[src/rtl/if_pc_redirect.sv]
// Instruction-fetch PC sequencer: one outstanding imem request, branch redirect
// with drain of an in-flight fetch, and a one-entry hold buffer for load-use stalls.
module if_pc_redirect (
  input  logic        clk,
  input  logic        clrn,
  input  logic        mem_branch,
  input  logic [31:0] mem_bpc,
  input  logic        stall,
  input  logic        imem_ack,
  input  logic [31:0] imem_inst,
  output logic [31:0] pc,
  output logic        imem_req,
  output logic [31:0] if_inst,
  output logic [31:0] if_pc4,
  output logic        if_valid,
  output logic        flush_id,
  output logic        flush_exe,
  output logic [15:0] branch_cnt
);

  typedef enum logic [1:0] {
    ST_IDLE  = 2'd0,
    ST_REQ   = 2'd1,
    ST_DRAIN = 2'd2,
    ST_HELD  = 2'd3
  } state_t;

  state_t      state_q, state_d;
  logic [31:0] pc_q, pc_d;
  logic [31:0] if_inst_q, if_inst_d;
  logic [31:0] if_pc4_q, if_pc4_d;
  logic        if_valid_q, if_valid_d;
  logic [31:0] hold_q, hold_d;
  logic [31:0] target_q, target_d;
  logic [15:0] branch_cnt_q, branch_cnt_d;
  logic [31:0] pc_plus4;

  assign pc_plus4 = pc_q + 32'd4;

  always_comb begin
    state_d    = state_q;
    pc_d       = pc_q;
    if_inst_d  = if_inst_q;
    if_pc4_d   = if_pc4_q;
    if_valid_d = if_valid_q;
    hold_d     = hold_q;
    target_d   = target_q;

    unique case (state_q)
      ST_IDLE: begin
        // any ack seen here belongs to nothing we issued
        if (mem_branch) begin
          pc_d       = mem_bpc;
          if_valid_d = 1'b0;
        end
        state_d = ST_REQ;
      end
      ST_REQ: begin
        if (mem_branch) begin
          if_valid_d = 1'b0;
          if (imem_ack) begin
            pc_d = mem_bpc;
          end else begin
            target_d = mem_bpc;
            state_d  = ST_DRAIN;
          end
        end else if (imem_ack) begin
          pc_d = pc_plus4;
          if (stall) begin
            hold_d  = imem_inst;
            state_d = ST_HELD;
          end else begin
            if_inst_d  = imem_inst;
            if_pc4_d   = pc_plus4;
            if_valid_d = 1'b1;
          end
        end else if (!stall) begin
          if_valid_d = 1'b0;
        end
      end
      ST_DRAIN: begin
        if_valid_d = 1'b0;
        if (imem_ack) begin
          pc_d    = mem_branch ? mem_bpc : target_q;
          state_d = ST_REQ;
        end else if (mem_branch) begin
          target_d = mem_bpc;
        end
      end
      ST_HELD: begin
        if (mem_branch) begin
          pc_d       = mem_bpc;
          if_valid_d = 1'b0;
          state_d    = ST_REQ;
        end else if (!stall) begin
          // pc already advanced past the held word when it was captured
          if_inst_d  = hold_q;
          if_pc4_d   = pc_q;
          if_valid_d = 1'b1;
          state_d    = ST_REQ;
        end
      end
      default: state_d = ST_IDLE;
    endcase
  end

  always_comb begin
    branch_cnt_d = branch_cnt_q;
    if (mem_branch && (branch_cnt_q != 16'hFFFF)) branch_cnt_d = branch_cnt_q + 16'd1;
  end

  always_ff @(posedge clk) begin
    if (clrn) begin
      state_q      <= ST_IDLE;
      pc_q         <= 32'd0;
      if_inst_q    <= 32'd0;
      if_pc4_q     <= 32'd0;
      if_valid_q   <= 1'b0;
      hold_q       <= 32'd0;
      target_q     <= 32'd0;
      branch_cnt_q <= 16'd0;
    end else begin
      state_q      <= state_d;
      pc_q         <= pc_d;
      if_inst_q    <= if_inst_d;
      if_pc4_q     <= if_pc4_d;
      if_valid_q   <= if_valid_d;
      hold_q       <= hold_d;
      target_q     <= target_d;
      branch_cnt_q <= branch_cnt_d;
    end
  end

  assign pc         = pc_q;
  assign imem_req   = (state_q == ST_REQ) || (state_q == ST_DRAIN);
  assign if_inst    = if_inst_q;
  assign if_pc4     = if_pc4_q;
  assign if_valid   = if_valid_q;
  assign flush_id   = mem_branch;
  assign flush_exe  = mem_branch;
  assign branch_cnt = branch_cnt_q;

endmodule

[config.mk]
export PLATFORM = sky130hd
export DESIGN_NAME = if_pc_redirect
export DESIGN_NICKNAME = d
export VERILOG_FILES = /design/src/rtl/if_pc_redirect.sv
export SDC_FILE = /design/constraint.sdc
export NUM_CORES = 1
export LEC_CHECK = 0
export ABC_AREA = 1
export CAP_MARGIN = 20
export CORE_UTILIZATION = 55
export DETAILED_ROUTE_END_ITERATION = 10
export PLACE_DENSITY = 0.85
export SLEW_MARGIN = 20
export SYNTH_ARGS = -nofsm -noshare
export SYNTH_HDL_FRONTEND = slang
export SYNTH_SLANG_ARGS = --single-unit
[constraint.sdc]
create_clock -name clk -period 3.6 [get_ports clk]
set_input_delay 0.72 -clock clk [delete_from_list [all_inputs] [get_ports clk]]
set_output_delay 0.72 -clock clk [all_outputs]
set_load 0.01 [all_outputs]
After elaboration in Yosys (flattened, before gate mapping):

Cells that the tools add are included.

* memories kept: 0
* bits of input ports: 69
* register bits: 179
* output and inout port bits: 116
* bits in read-only memories: 0
* word-level logic and storage cells: 81
* latch bits: 0
* bits in writable memories: 0

* $mul: 0
* eq/ne operators: 20
* multiplexer cells: 38
* add/sub/neg operators: 2
* reductions and logical operators: 12
* shift operators: 0
* $lt $le $gt $ge: 0
* divide/modulo/power cells: 0
* bitwise logic cells: 1

Operators by type and width (count)
* two-way mux 32 bit: 19
* case mux 32 bit (2 select lines): 3
* case mux 32 bit (3 select lines): 1
* adder 32 x 3 -> 32 bit, second input constant: 1
* inequality test 2 bit, second input constant: 10
* adder 16 x 1 -> 16 bit, second input constant: 1
* inequality test 16 bit, second input constant: 1
* two-way mux 2 bit: 7
* inequality test 3 bit, second input constant: 4
* case mux 2 bit (4 select lines): 1
* AND reduction 4 bit: 2
* two-way mux 1 bit: 6
* AND reduction 6 bit: 1
* AND reduction 5 bit: 1
* == test 2 bit, second input constant: 2
* inequality test 4 bit, second input constant: 1
* case mux 1 bit (4 select lines): 1
* nonzero test 2 bit: 2
* AND reduction 3 bit: 1
* == test 2 x 1 -> 1 bit, second input constant: 1
* logical NOT 2 bit: 1
* inequality test 2 x 1 -> 1 bit, second input constant: 1
* AND reduction 2 bit: 1
* OR reduction 2 bit: 1
* 3 further kinds: 3

Depth between registers and ports, before layout:

* word-level depth: 5
* gate-level depth with buffers: 12
* gate-level depth less buffers: 12

Least setup slack after synthesis:

No wires, ideal clock.

* path kind: input to register
* from: in mem_branch
* to: reg pc_q[21], in the netlist pc[21]
* slack: 1.812 ns
* cell stages on the path: 10
* required time: 3.474 ns
* library setup time: 0.126 ns
* arrival time: 1.662 ns
* cells stage by stage: buf_2 -> inv_2 -> buf_4 -> buf_2 -> nand2_1 -> a21oi_1 -> a21oi_1 -> nand2_1 -> nand2_1 -> a21oi_2

* word-level cells in the longest chain between the ends: 3

RTL lines
* from (decl): line 6 `input logic mem_branch,`
* two-way mux 32 bit
* two-way mux 32 bit: line 83 `if (imem_ack) begin`
* case mux 32 bit (3 select lines): line 49 `unique case (state_q)`
* to (signal assigned): line 124 `pc_q <= pc_d;`
* to (decl): line 29 `logic [31:0] pc_q, pc_d;`

Parallel ways exist; a longest one is shown, timed or not. The select of a mux whose other input is x is not followed.
A chain may end at the register's enable or synchronous reset.

Worst setup path in the final report:

* from: reg state_q[0]
* to: out imem_req

* word-level cells in the longest chain between the ends: 2

RTL lines
* from (decl): line 28 `state_t state_q, state_d;`
* from (signal assigned): line 123 `state_q <= state_d;`
* == test 2 x 1 -> 1 bit or == test 2 bit (tied branches): line 135 `assign imem_req = (state_q == ST_REQ) || (state_q == ST_DRAIN);`
* logical OR 1 bit (*): line 135
* to (decl): line 12 `output logic imem_req,`

Mark *: on every way between the ends. The rest lies on a longest branch, timed or not.

==> flow_metrics.tcl <==
set metrics [dict create \
    synth.top_cells.by_count "nand2_1 (356), a21oi_1 (234), dfxtp_1 (179), o21ai_0 (166), nor2_1 (113)" \
    fp.dieW_um 131 \
    synth.avg_cell_area_sq_um 6.71 \
    post_cts_resized 0 \
    synth_top_cell_by_area "dfxtp_1" \
    grt_start_max_net_pins 91 \
    drt_iter0_drc 1176 \
    cp-start-kind "flop" \
    max_stage_delay_ns 0.58 \
    slew_violations 0 \
    synth_compound_area_share_pct 25.7 \
    wl_per_cell_um 15.7 \
    vias 9824 \
    crit_path_cell_trace "inv_1, ha_1, clkdlybuf4s50_1" \
    rows 46 \
    syn_inst 1372 \
    drc_errors 0 \
    ctsHoldBuffers 0 \
    arrival_ns 1.94 \
    clock_sinks 179 \
    synth_top_area_share_pct 38.9 \
    core_area_sq_um 16100 \
    dominantRegCellSynth "dfxtp_1" \
    ys_warn_count 0 \
    synth_top_family_by_area "compound AO/OA/AOI/OAI gates" \
    powerDensity_nw_per_um2 500 \
    cts-root-buf "clkbuf_16" \
    synth_nets 1447 \
    synthTopCellsByArea "dfxtp_1 (39%), nand2_1 (15%), a21oi_1 (13%)" \
    cellLeakagePower_nw 4.60 \
    final_area_sq_um 11600 \
    area_growth_pct 25.9 \
    clockBufferDepth 2 \
    maxSlewHeadroom_pct 32.3 \
    tightest_slew_ns 1.01 \
    finClkSkew_ns 0.00663 \
    via_per_inst 5.71 \
    synth_area_sq_um 9210 \
    grt_pass1_wl_um 44000 \
    cp-end-kind "output pin" \
    num_io_pins 185 \
    wl_um 27000 \
    fmax_ghz 0.376 \
    async_reset_ff_share_pct 0 \
    finalSetupViolations 0 \
    synth_mux_area_share_pct 0 \
    n_fill_cell 1328 \
    dp.cells 1689 \
    synthXorXnorAreaFrac_pct 2.42 \
    ys_seq_area_share_pct 38.9 \
    grt_usage_pct 31.3 \
    hold_path_class "reg -> reg" \
    regArea_sq_um 3580 \
    cts_buffers 17 \
    ys_ff_latch 179 \
    final_net_count 1567 \
    cp_max_fo 5 \
    multi_input_area_sq_um 5020 \
    period_share_pct 73.8 \
    grt_pass1_vias 8536 \
    hpwl_um 17900 \
    dieHeight_um 131 \
    criticalPathCategory "reg -> out" \
    postCtsSetupBuffers 0 \
    layout.cells.non_filler 1721 \
    drive_gt1_share_pct 6.25 \
    synth_fa_ha_area_share_pct 0.815 \
    start_util_pct 57.1 \
    fin_setup_tns_ns 0 \
    antenna_found_initial 1 \
    cap_violations 0 \
    period_needed_ns 2.66 \
    worstPathRequired_ns 2.88 \
    gp_congestion 0.937 \
    finalPower_w 0.00580 \
    clk_pin_slew_worst_paths_ns 0.07 \
    rsz0062_at_grt "no" \
    dpl_cell_area_sq_um 11000 \
    clock_latency_ns 0.44 \
    synthDistinctLibCells 37 \
    hold_violations 0 \
    htreeDepth 4 \
    die_area_sq_um 17300 \
    cpMaxStageDelayCell "clkdlybuf4s50_1" \
    synthSimpleGateAreaFrac_pct 25.5 \
    grt_overflow 0 \
    cts_tree "done" \
    max-vdd-ir-drop_mv 0.403 \
    firstDrtPassIters 6 \
    synth_edf_count 0 \
    portBuffers 184 \
    synth.most_common_cell "nand2_1" \
    antennaDiodeCount 0 \
    outcome "complete, no violations" \
    ant_nets 0 \
]
[per-stage QoR]
step,worst slack [ns],hold slack (ns),utilization (%)
2_1_floorplan,1.81,0.447,-
3_3_place_gp,0.946,0.455,68.5
3_5_place_dp,0.883,0.456,68.5
4_1_cts,0.879,0.466,71.9
5_1_grt,0.857,0.483,71.9
6_report,0.942,0.467,71.9
[final timing paths]
check | from | end | slack (ns) | depth (start not counted)
worst max-delay path | state_q[0]$_SDFFE_PP0P_ | imem_req | 0.94 | 3
worst min register to register | hold_q[23]$_SDFFE_PP0P_ | if_inst[23]$_SDFFE_PP0P_ | 0.47 | 2
worst max register to register | state_q[1]$_SDFFE_PP0P_ | hold_q[1]$_SDFFE_PP0P_ | 1.05 | 8
worst min-delay path | hold_q[23]$_SDFFE_PP0P_ | if_inst[23]$_SDFFE_PP0P_ | 0.47 | 2
[layout make-up]
class / count / area share [%]
Multi-Input combinational cell: 1047 / 43.3
Clock inverter: 14 / 1.00
Timing Repair Buffer: 200 / 17.1
Clock buffer: 18 / 3.79
Inverter: 47 / 1.53
Sequential cell: 179 / 30.9
Tap cell: 216 / 2.33
[worst max-delay path, delay by kind of cell, from the launching register on]
kind | cells | cell delay [ns]
buffers and inverters | 2 | 0.67
flip-flops | 1 | 0.40
adder cells (fa/ha/maj) | 1 | 0.43
[power breakdown]
group / total [W] / internal, W / switching (W) / leakage, nW
clock: 0.00178 / 0.000922 / 0.000854 / 0.268
combinational: 0.00156 / 0.000655 / 0.000908 / 2.86
sequential: 0.00246 / 0.00219 / 0.000265 / 1.46
[placed cells by master (no fill, tap or decap), types with 4 or more instances in the layout]
cell type,n
clkdlybuf4s50_1,183
nor2_8,4
xnor2_1,8
o21ai_0,166
a31oi_1,38
buf_4,14
inv_6,6
a21oi_1,234
clkbuf_16,17
nand3_1,46
xor2_2,4
a21oi_2,4
xor2_1,10
nand4_1,5
nand2_2,8
o21ai_1,10
inv_2,8
ha_1,5
nor2_1,112
nor2_2,8
nand2_1,356
dfxtp_1,179
inv_1,37
nor3_1,10
[kinds of logic (layout without fill, tap and decap cells)]
logic type	after synthesis	count (layout)
AO/OA/AOI/OAI	457	457
XOR/XNOR	22	22
adder cells (fa/ha/maj)	6	6
buffers and inverters	146	279
flip-flops	179	179
AND/OR/NAND/NOR	562	562
[sequential cells by signal, summed over array words and instances (netlist names)]
name / cells
target_q: 32
if_valid: 1
state_q: 2
if_pc4: 32
if_inst: 32
pc: 32
hold_q: 32
branch_cnt: 16
[routing by layer]
layer / wire (um) / global-route usage [%] / vias to the layer above
met2: 11800 / 46.6 / 518
met5: 0 / 0 / -
met4: 711 / 11.8 / 0
met1: 11700 / 44.2 / 4427
met3: 2730 / 6.75 / 51
li1: - / - / 4828
Note: power is estimated with default switching activity, not from simulation.
